===== config.mk =====
export PLATFORM = sky130hd
export DESIGN_NAME = hdlc_rx_deframer
export DESIGN_NICKNAME = d
export VERILOG_FILES = /design/src/rtl/hdlc_pkg.sv /design/src/rtl/hdlc_bit_classifier.sv /design/src/rtl/hdlc_rx_deframer.sv
export SDC_FILE = /design/constraint.sdc
export NUM_CORES = 1
export LEC_CHECK = 0
export CORE_MARGIN = 2
export CORE_UTILIZATION = 50
export CTS_CLUSTER_DIAMETER = 100
export DETAILED_ROUTE_END_ITERATION = 7
export PLACE_DENSITY = 0.74
export SLEW_MARGIN = 25
export SYNTH_ARGS = -nofsm -noshare
export SYNTH_HDL_FRONTEND = slang
export SYNTH_SLANG_ARGS = --single-unit
export TNS_END_PERCENT = 20

===== constraint.sdc =====
create_clock -name clk -period 1.9 [get_ports clk]
set_input_delay 0.285 -clock clk [delete_from_list [all_inputs] [get_ports clk]]
set_output_delay 0.285 -clock clk [all_outputs]
set_load 0.1 [all_outputs]

===== src/rtl/hdlc_pkg.sv =====
// Shared types and constants for the HDLC receive deframer.
// The ones-run thresholds decide how each received line bit is interpreted.
package hdlc_pkg;

   // Frame-level receive state.
   typedef enum logic [1:0] {
      HUNT = 2'd0,   // waiting for an opening flag
      OPEN = 2'd1,   // flag seen, no data byte emitted yet
      DATA = 2'd2    // at least one byte of the frame emitted
   } state_t;

   // Interpretation of a single received line bit.
   typedef enum logic [1:0] {
      BIT_DATA  = 2'd0,
      BIT_STUFF = 2'd1,
      BIT_FLAG  = 2'd2,
      BIT_ABORT = 2'd3
   } bit_class_t;

   // Run lengths of consecutive ones that give a bit its meaning.
   localparam logic [2:0] STUFF_ONES = 3'd5;  // a 0 after five ones is a stuffed bit
   localparam logic [2:0] FLAG_ONES  = 3'd6;  // a 0 after six ones closes a flag
   localparam logic [2:0] ABORT_ONES = 3'd7;  // a seventh one is an abort

endpackage : hdlc_pkg


===== src/rtl/hdlc_bit_classifier.sv =====
// Tracks the run of consecutive ones on the line and labels each incoming
// bit as data, stuffed zero, flag terminator or abort.
module hdlc_bit_classifier
   import hdlc_pkg::*;
(
   input  logic       clk,
   input  logic       reset,
   input  logic       in_valid,
   input  logic       in_bit,
   output bit_class_t bit_class
);

   logic [2:0] ones_cnt;

   // Run-length counter of ones, saturating at ABORT_ONES; any zero restarts it.
   // NOTE: sequential state uses <= so every flop samples pre-edge values.
   always_ff @(posedge clk) begin
      if (reset) begin
         ones_cnt <= '0;
      end else if (in_valid) begin
         if (!in_bit) begin
            ones_cnt <= '0;
         end else if (ones_cnt != ABORT_ONES) begin
            ones_cnt <= ones_cnt + 3'd1;
         end
      end
   end

   // Classify the current bit from the run length that precedes it.
   // Only the one that completes the seventh counts as an abort; further ones
   // arrive with ones_cnt already at 7 and fall through to data, which the
   // frame FSM ignores because it is hunting by then.
   // NOTE: the default assignment first keeps this block free of latches.
   always_comb begin
      bit_class = BIT_DATA;
      if (!in_bit && ones_cnt == FLAG_ONES) begin
         bit_class = BIT_FLAG;
      end else if (in_bit && ones_cnt == FLAG_ONES) begin
         bit_class = BIT_ABORT;
      end else if (!in_bit && ones_cnt == STUFF_ONES) begin
         bit_class = BIT_STUFF;
      end
   end

endmodule : hdlc_bit_classifier


===== src/rtl/hdlc_rx_deframer.sv =====
// HDLC receive deframer: flag hunting, zero destuffing, abort detection,
// LSB-first byte assembly and frame delimiting. All outputs are registered
// and appear one cycle after the line bit that causes them.
module hdlc_rx_deframer
   import hdlc_pkg::*;
#(
   parameter int MAX_BYTES = 64,
   parameter int CNT_W     = $clog2(MAX_BYTES + 2)
)(
   input  logic       clk,
   input  logic       reset,
   input  logic       in_valid,
   input  logic       in_bit,
   output logic       byte_valid,
   output logic [7:0] byte_data,
   output logic       byte_first,
   output logic       eof,
   output logic       frame_err,
   output logic       abort
);

   localparam logic [CNT_W-1:0] MAX_CNT = CNT_W'(MAX_BYTES);
   localparam logic [2:0]       LAST_BIT = 3'd7;

   bit_class_t       bit_class;
   state_t           state, state_nx;
   logic [2:0]       bit_cnt, bit_cnt_nx;     // data bits assembled in current byte
   logic [CNT_W-1:0] byte_cnt, byte_cnt_nx;   // bytes emitted in current frame
   logic [7:0]       shift, shift_nx;
   logic [7:0]       assembled;               // shift register after taking in_bit
   logic [7:0]       byte_data_nx;
   logic             byte_valid_nx, byte_first_nx, eof_nx, frame_err_nx, abort_nx;

   hdlc_bit_classifier u_classifier (
      .clk       (clk),
      .reset     (reset),
      .in_valid  (in_valid),
      .in_bit    (in_bit),
      .bit_class (bit_class)
   );

   // First line bit ends up in bit [0]: new bits enter at the MSB and shift down.
   assign assembled = {in_bit, shift[7:1]};

   // State, counters and registered outputs.
   // NOTE: byte_data and shift are reset too; they are small and a defined
   // post-reset byte_data keeps downstream logic deterministic.
   always_ff @(posedge clk) begin
      if (reset) begin
         state      <= HUNT;
         bit_cnt    <= '0;
         byte_cnt   <= '0;
         shift      <= '0;
         byte_valid <= 1'b0;
         byte_data  <= '0;
         byte_first <= 1'b0;
         eof        <= 1'b0;
         frame_err  <= 1'b0;
         abort      <= 1'b0;
      end else begin
         state      <= state_nx;
         bit_cnt    <= bit_cnt_nx;
         byte_cnt   <= byte_cnt_nx;
         shift      <= shift_nx;
         byte_valid <= byte_valid_nx;
         byte_data  <= byte_data_nx;
         byte_first <= byte_first_nx;
         eof        <= eof_nx;
         frame_err  <= frame_err_nx;
         abort      <= abort_nx;
      end
   end

   // Next-state and next-output logic for the frame FSM.
   always_comb begin
      state_nx      = state;
      bit_cnt_nx    = bit_cnt;
      byte_cnt_nx   = byte_cnt;
      shift_nx      = shift;
      byte_data_nx  = byte_data;
      byte_valid_nx = 1'b0;
      byte_first_nx = 1'b0;
      eof_nx        = 1'b0;
      frame_err_nx  = 1'b0;
      abort_nx      = 1'b0;

      if (in_valid) begin
         unique case (state)
            HUNT: begin
               // Everything except a flag is line idle or noise.
               if (bit_class == BIT_FLAG) begin
                  state_nx    = OPEN;
                  bit_cnt_nx  = '0;
                  byte_cnt_nx = '0;
               end
            end

            OPEN, DATA: begin
               unique case (bit_class)
                  BIT_FLAG: begin
                     // In OPEN this is an idle or back-to-back flag. In DATA it
                     // closes the frame; the seven flag bits already shifted in
                     // are dropped, so an aligned close leaves bit_cnt at 7.
                     if (state == DATA) begin
                        eof_nx       = 1'b1;
                        frame_err_nx = (bit_cnt != LAST_BIT);
                     end
                     state_nx    = OPEN;
                     bit_cnt_nx  = '0;
                     byte_cnt_nx = '0;
                  end

                  BIT_ABORT: begin
                     // Aborting before any byte left the block is silent.
                     abort_nx = (state == DATA);
                     state_nx = HUNT;
                  end

                  BIT_STUFF: begin
                     // Inserted by the transmitter; not part of the payload.
                  end

                  BIT_DATA: begin
                     shift_nx   = assembled;
                     bit_cnt_nx = bit_cnt + 3'd1;   // wraps to 0 on byte completion
                     if (bit_cnt == LAST_BIT) begin
                        if (state == OPEN) begin
                           byte_valid_nx = 1'b1;
                           byte_first_nx = 1'b1;
                           byte_data_nx  = assembled;
                           byte_cnt_nx   = CNT_W'(1);
                           state_nx      = DATA;
                        end else if (byte_cnt == MAX_CNT) begin
                           // One byte too many: drop it and kill the frame.
                           abort_nx = 1'b1;
                           state_nx = HUNT;
                        end else begin
                           byte_valid_nx = 1'b1;
                           byte_data_nx  = assembled;
                           byte_cnt_nx   = byte_cnt + CNT_W'(1);
                        end
                     end
                  end

                  default: ;
               endcase
            end

            default: state_nx = HUNT;
         endcase
      end
   end

endmodule : hdlc_rx_deframer


==> summary.md, run 1 <==
## Routing
- 5.51 — average via count per standard cell
- 1505 — vias
- met4 — top layer in use
- 95 — number of DRC violations after detailed-routing iteration 0
- 3.75 mm — overall routed net length
- 4 — number of iterations in the first detailed-routing pass
- 0 — DRC violation count after routing
- 1.89 mm — sum of met2 wire segment lengths after detailed routing
- 144 um — met3 WL
- 0 — count of nets left with antenna violations after detail routing
- 13.7 um — detailed-route wire length per cell
- 1.69 mm — post-route met1 wirelength

## Clocking
- 2 — maximum clock insertion buffer count
- 0 — number of buffers inserted by post-CTS setup repair
- clkbuf_4 — Root Buffer
- 35 — count of clock tree sinks
- built — CTS tree
- 5 — CTS buffer count
- 0.12 ns — Clock Pin Slew Worst Setup and Hold Paths
- 0.34 ns — clock latency on the worst-skew pair
- 2 — H-tree levels
- 0 — hold-fix buffer count after cts

## Synthesis
- 43 — library cells used by synthesis
- 0 — EDFF count, synth
- 1750 um^2 — post-synthesis cell area
- 0% — async set or reset register ratio after synthesis
- 191 — post-synthesis instance total
- dfxtp_1 — most common flop cell mapped by yosys
- 9.18 um^2 — Avg Synthesized Cell Area
- 207 — Mapped Nets
- 35 — post-synthesis sequential element count
- 0 — number of warning messages in the yosys log
- 40.0% — share of synthesized area occupied by flip-flops and latches

## Setup path
- state[1] — launching instance or port of the critical path
- 2.14 ns — required time of the critical path
- 8 — critical-path maximum fanout
- state[1] — source of the worst register-to-register timing path
- 2 — number of buffers and inverters on the critical path
- 0.35 ns — max incr delay on CP
- register — Worst Setup End Kind
- inv_1, ha_1, nor2_1, and3_1, buf_4, o211ai_4, o311ai_1, a32o_1 — ordered cell list for the critical path
- compound AO/OA/AOI/OAI gates — CP delay by family, top
- 2.11 ns — signal arrival time at the worst endpoint
- dfxtp_2 — master of the slowest instance on the critical path
- reg2reg — Crit Path Category
- register — launching element type of the critical path

## Placed design
- 16 — Port Buffers
- 2.77 mm — total half-perimeter wirelength after legalization and detailed placement
- 0.837 — routability cong.
- 265 — count of placed standard cells including taps
- -0.252 ns — worst slack at placement

## Floorplan
- 17 — Ports
- 63.2 um — die outline height
- 21 — Site Rows
- 63.2 um — DIE WIDTH
- 52.1% — Initial Utilization
- 4000 um^2 — area enclosed by the die boundary
- 3360 um^2 — Core Area

## Finish
- 704 um^2 — register cell area after layout
- 273 — post-route insts no fill
- 1040 um^2 — footprint of the multi-input gates
- 0 — antenna cells
- 242 — fin nets
- buf_4 — most common cell after layout, fill and taps aside
- 25.2% — layout overhead on the synthesized area
- 26.0% — fraction of layout instances using a drive strength above 1
- 292 — final-layout fill cell count
- buf_4, dfxtp_1, nor2_1, mux2i_1, inv_1 — commonest cells after routing, fill and taps aside

## STA
- 75.2% — Max-Slew Margin vs Limit
- 98.2% — final cycle utilization of the critical path
- 0.00921 ns — Setup Skew
- 0 — setup violation total in the final timing report
- 0 — number of hold violations in the final report
- 536 MHz — maximum frequency from static timing analysis
- 0.0342 ns — smallest setup slack after layout
- 1.87 ns — shortest period the worst path allows
- 0 — final slew viol count
- 0.372 ns — slew at the pin closest to its max-slew limit
- 0.471 ns — smallest hold slack
- 0 ns — total negative slack
- true — setup repair after global routing missed its margin

## Global routing
- 0 — initial antenna violation count
- 22 — largest net degree at the start of global routing
- 0 — total global routing overflow
- 1461 — via count of the first global-routing pass
- 6.53 mm — first-pass GRT wire length
- 20.1% — total routing usage reported by global routing

## Pwr
- 552 nW/um^2 — power density cells
- 0.000969 uW — static leakage power
- 0.000553 V — maximum vdd ir drop

## Outcome
- finished, final reports clean — result of the run

## Worst hold path
- bit_cnt[1] — startpoint of the lowest-slack hold path
- reg2reg — class of the worst hold path

## Flow run
- 0 — number of max-cap violations

-- path summary, 6_finish.rpt --
kind                      end  slack, ns  cells after the start
hold reg to reg    bit_cnt[1]       0.47                      2
hold / removal     bit_cnt[1]       0.47                      2
setup / recovery  byte_cnt[3]       0.03                      8
setup reg to reg  byte_cnt[3]       0.03                      8
-- area by class of cell --
type / instances / area share (%)
clock buffers: 5 / 1.71
repair buffers: 37 / 13.0
clock inverters: 3 / 1.14
multi-input cells: 135 / 47.4
well taps: 46 / 2.62
inverters: 12 / 2.05
flip-flops and latches: 35 / 32.1
-- per-stage QoR --
| stage | total power, uW | utilization, % | cell area [um^2] |
|---|---|---|---|
| after floorplan | 783 | - | 1760 |
| after global placement | 805 | 61.0 | 2050 |
| after detailed placement | 807 | 61.0 | 2050 |
| after CTS | 1230 | 63.0 | 2120 |
| after global routing | 1270 | 65.3 | 2190 |
| final | 1210 | 65.3 | 2190 |
-- worst min-delay path, stage by stage, from the launching register on --
cell	delay [ns]
dfxtp_1	0.33
nand2_1	0.06
a21oi_1	0.05
-- repair_timing --
action,CTS,global route
setup endpoints to repair,10,25
resized for setup,2,14
endpoints found under the hold margin,0,0
pin swaps,1,1
-- state kept, by name, summed over array words and instances, names as in the netlist --
register,count
eof,1
byte_cnt,7
shift,7
u_classifier.ones_cnt,3
byte_valid,1
byte_data,8
abort,1
bit_cnt,3
byte_first,1
frame_err,1
state,2
-- metal layers --
layer / vias to the layer above / GRT usage (%)
li1: 762 / -
met1: 710 / 25.6
met2: 31 / 33.8
met3: 2 / 4.11
met4: 0 / 7.34
met5: - / 0
-- cell families after synthesis --
kind of cell    after synthesis  synth area share (%)
fa+ha+maj                    12                  8.57
buf+inv                      21                  5.14
compound gates               40                  17.5
flops                        35                  40.0
simple gates                 68                  20.3
mux                          15                  8.57
-- synth_stat cells (2+ instances only) --
master	n	share of area, %
buf_1	2	0.43
o311ai_1	5	2.5
o41ai_1	2	1.0
nor3_1	3	0.86
a211o_1	2	1.0
nand4_1	2	0.71
nand2b_1	2	0.71
clkbuf_1	5	1.1
nor2_1	24	5.1
or3_1	3	1.1
nor3b_1	4	1.7
a31oi_1	3	1.1
mux2i_1	15	8.6
dfxtp_1	35	40
ha_1	12	8.6
nand3_1	3	0.86
nand2_1	11	2.4
inv_1	12	2.6
o21ai_0	3	0.86
and3_1	7	2.5
a21oi_1	8	2.3
nor2b_1	2	0.71
o21a_1	2	0.86
a32o_1	5	2.9
-- report_power, final --
part           leakage [uW]  internal [uW]  total (uW)  switching (uW)
combinational      0.000654           25.1        56.4            31.3
sequential         0.000283            735         737            1.32
clock             0.0000314            148         419             271
No activity file was read; power rests on OpenSTA's default activity.
==> inputs of run 2 (changes only) <==
Settings changed: CTS_BUF_LIST set to sky130_fd_sc_hd__clkbuf_4 sky130_fd_sc_hd__clkbuf_8 sky130_fd_sc_hd__clkbuf_16.
==> results of run 2 <==
No change in the layout: final DEF, timing and power equal those of run 1.
==> inputs of run 3 (changes only) <==
Settings changed: SYNTH_HIERARCHICAL set to 1.
==> summary.md, run 3 <==
## Outcome
- finished with violations — result of the run, was finished, final reports clean
- negative setup slack — violations in the final reports

## Synthesis
- 215 — Mapped Nets, was 207
- dfxtp_1 — most repeated cell in the gate-level netlist after synthesis, unchanged
- 40 — library cells used by synthesis, was 43
- 0 — EDFF count, synth, unchanged
- 195 — post-synthesis instance total, was 191
- 39.7% — area share of the leading cell type in the synthesized netlist, was 40.0%
- dfxtp_1, ha_1, mux2i_1 — cells taking the most area after synthesis, unchanged
- dfxtp_1 — post-synthesis cell type with the largest combined area, unchanged
- 9.05 um^2 — Avg Synthesized Cell Area, was 9.18 um^2
- 35 — post-synthesis sequential element count, unchanged
- 39.7% — share of synthesized area occupied by flip-flops and latches, was 40.0%
- dfxtp_1, nor2_1, ha_1 — synth cell count leaders, was dfxtp_1, nor2_1, mux2i_1
- 0% — async set or reset register ratio after synthesis, unchanged
- 6 — number of warning messages in the yosys log, was 0
- 1770 um^2 — post-synthesis cell area, was 1750 um^2
- dfxtp_1 — most common flop cell mapped by yosys, unchanged

## STA
- 68.3% — Max-Slew Margin vs Limit, was 75.2%
- -10.40 ns — total negative slack, was 0 ns
- 0.467 ns — smallest hold slack, was 0.471 ns
- 0.471 ns — slew at the pin closest to its max-slew limit, was 0.372 ns
- -0.733 ns — smallest setup slack after layout, was 0.0342 ns
- 2.63 ns — shortest period the worst path allows, was 1.87 ns
- 28 — setup violation total in the final timing report, was 0
- 0 — final slew viol count, unchanged
- 0 — number of hold violations in the final report, unchanged
- 139% — final cycle utilization of the critical path, was 98.2%
- 0.0113 ns — Setup Skew, was 0.00921 ns
- 380 MHz — maximum frequency from static timing analysis, was 536 MHz
- true — setup repair after global routing missed its margin, unchanged

## Floorplan
- 21 — Site Rows, unchanged
- 4020 um^2 — area enclosed by the die boundary, was 4000 um^2
- 17 — Ports, unchanged
- 63.4 um — DIE WIDTH, was 63.2 um
- 52.5% — Initial Utilization, was 52.1%
- 63.4 um — die outline height, was 63.2 um
- 3360 um^2 — Core Area, unchanged

## Placed design
- 16 — Port Buffers, unchanged
- 3.02 mm — total half-perimeter wirelength after legalization and detailed placement, was 2.77 mm
- 0.856 — routability cong., was 0.837
- 285 — count of placed standard cells including taps, was 265

## Routing
- 4 — number of iterations in the first detailed-routing pass, unchanged
- 5.43 — average via count per standard cell, was 5.51
- 51 — number of DRC violations after detailed-routing iteration 0, was 95
- 14.1 um — detailed-route wire length per cell, was 13.7 um
- 0 — DRC violation count after routing, unchanged
- 4.16 mm — overall routed net length, was 3.75 mm
- 0 — count of nets left with antenna violations after detail routing, unchanged
- 1601 — vias, was 1505

## Clocking
- clkbuf_4 — Root Buffer, unchanged
- 0.11 ns — Clock Pin Slew Worst Setup and Hold Paths, was 0.12 ns
- 0.34 ns — clock latency on the worst-skew pair, about the same
- built — CTS tree, unchanged
- 35 — count of clock tree sinks, unchanged
- 2 — H-tree levels, unchanged
- 2 — maximum clock insertion buffer count, unchanged
- 0 — hold-fix buffer count after cts, unchanged
- 5 — CTS buffer count, unchanged

## Global routing
- 23 — largest net degree at the start of global routing, was 22
- 0 — initial antenna violation count, unchanged
- 0 — total global routing overflow, unchanged
- 1572 — via count of the first global-routing pass, was 1461
- 22.1% — total routing usage reported by global routing, was 20.1%
- 6.96 mm — first-pass GRT wire length, was 6.53 mm

## Pwr
- 0.000916 uW — static leakage power, was 0.000969 uW
- 34.5% — part of the total power dissipated in the clock network, was 34.6%
- 916 uW — P_int, was 908 uW
- 0.000480 V — maximum vdd ir drop, was 0.000553 V
- 4.2% — fraction of power consumed by combinational cells, was 4.6%
- 285 uW — switching power total, was 304 uW
- 61.4% — sequential cell fraction of total power, was 60.8%
- 510 nW/um^2 — power density cells, was 552 nW/um^2
- 23.8% — switch share, was 25.1%

## Finish
- 295 — post-route insts no fill, was 273
- buf_4 — most common cell after layout, fill and taps aside, unchanged
- 706 um^2 — register cell area after layout, was 704 um^2
- byte_data — register with the most flip-flops, unchanged
- byte_data: 8 flops, byte_cnt: 7 flops, shift: 7 flops — biggest regs, unchanged
- 268 — fin nets, was 242
- 8 — number of flip-flops under the largest register name, unchanged
- 70.0% — post-layout util, was 65.3%
- 0 — antenna cells, unchanged
- 288 — final-layout fill cell count, was 292
- 1070 um^2 — footprint of the multi-input gates, was 1040 um^2
- buf_4, dfxtp_1, nor2_1, mux2i_1, ha_1 — commonest cells after routing, fill and taps aside, was buf_4, dfxtp_1, nor2_1, mux2i_1, inv_1
- 33.3% — layout overhead on the synthesized area, was 25.2%
- 33.7% — fraction of layout instances using a drive strength above 1, was 26.0%

## Flow run
- 0 — number of max-cap violations, unchanged

## Setup path
- 2.91 ns — signal arrival time at the worst endpoint, was 2.11 ns
- register — Worst Setup End Kind, unchanged
- 2.17 ns — required time of the critical path, was 2.14 ns
- 4 — critical-path maximum fanout, was 8
- reg2reg — Crit Path Category, unchanged
- register — launching element type of the critical path, unchanged

## Worst hold path
- reg2reg — class of the worst hold path, unchanged

run 3: cell count changes in the layout (fill, tap and decap cells not counted), moves of 3 or more:
cell and change:
nor3b_1 -4, nor3_1 +4, o31ai_2 +3, nand3_1 +3, a31oi_1 +3, nor2_1 -3, a32o_1 -5, or4_1 +3
and3_1 -5, o311ai_1 -5, buf_4 +17
run 3: metrics by stage:
| stage | area, um^2 | setup slack (ns) | total power [uW] |
|---|---|---|---|
| global route | 2350 | -0.836 | 1250 |
| finish | 2350 | -0.733 | 1200 |
| CTS | 2320 | -0.731 | 1210 |
| floorplan | 1800 | -0.793 | 775 |
| global placement | 2210 | -0.933 | 799 |
| detailed placement | 2210 | -1.00 | 801 |
run 3: what timing repair did:
item / in CTS / in global routing
buffers inserted: 2 / 0
cloned: 0 / 0
setup endpoints to repair: 28 / 32
resized for setup: 11 / 6
pin swaps: 4 / 1
run 3: worst max-delay path: stages (launching register included):
cell     delay [ns]
dfxtp_4        0.38
inv_2          0.04
ha_4           0.14
or3b_1         0.37
a21oi_2        0.14
inv_1          0.07
ha_2           0.18
and3b_1        0.18
or4_4          0.50
or4_1          0.43
a21oi_1        0.14
run 3: final cells by class:
cell class	count	area share [%]
multi-input cells	139	45.5
flip-flops and latches	35	30.0
repair buffers	54	17.5
well taps	46	2.45
inverters	13	2.07
clock buffers	6	1.91
clock inverters	2	0.532
run 3: final timing paths:
check	from	end	slack, ns	cells past startpoint
worst min register to register	bit_cnt[1]	bit_cnt[1]	0.47	2
worst max register to register	u_classifier/ones_cnt[0]	byte_cnt[6]	-0.73	10
worst min-delay path	bit_cnt[1]	bit_cnt[1]	0.47	2
worst max-delay path	u_classifier/ones_cnt[0]	byte_cnt[6]	-0.73	10
run 3: logic make-up after synthesis:
logic type / share of synthesized area, %
mux: 8.50
flops: 39.7
fa+ha+maj: 11.3
compound gates: 13.0
buf+inv: 4.68
simple gates: 22.8
run 3: power by group through the flow:
stage / registers (uW) / clock network, uW / logic [uW]
after floorplan: 754 / 0 / 20.6
after global routing: 738 / 456 / 54.1
after CTS: 737 / 425 / 49.3
after global placement: 754 / 0 / 44.7
final: 737 / 414 / 50.0
after detailed placement: 755 / 0 / 46.6
run 3: routing by layer:
| metal | up-vias | share of wire [%] | GRT usage [%] |
|---|---|---|---|
| li1 | 799 | - | - |
| met1 | 755 | 43 | 25.6 |
| met5 | - | 0 | 0 |
| met2 | 37 | 52 | 39.1 |
| met3 | 10 | 3.7 | 6.07 |
| met4 | 0 | 1.7 | 7.34 |
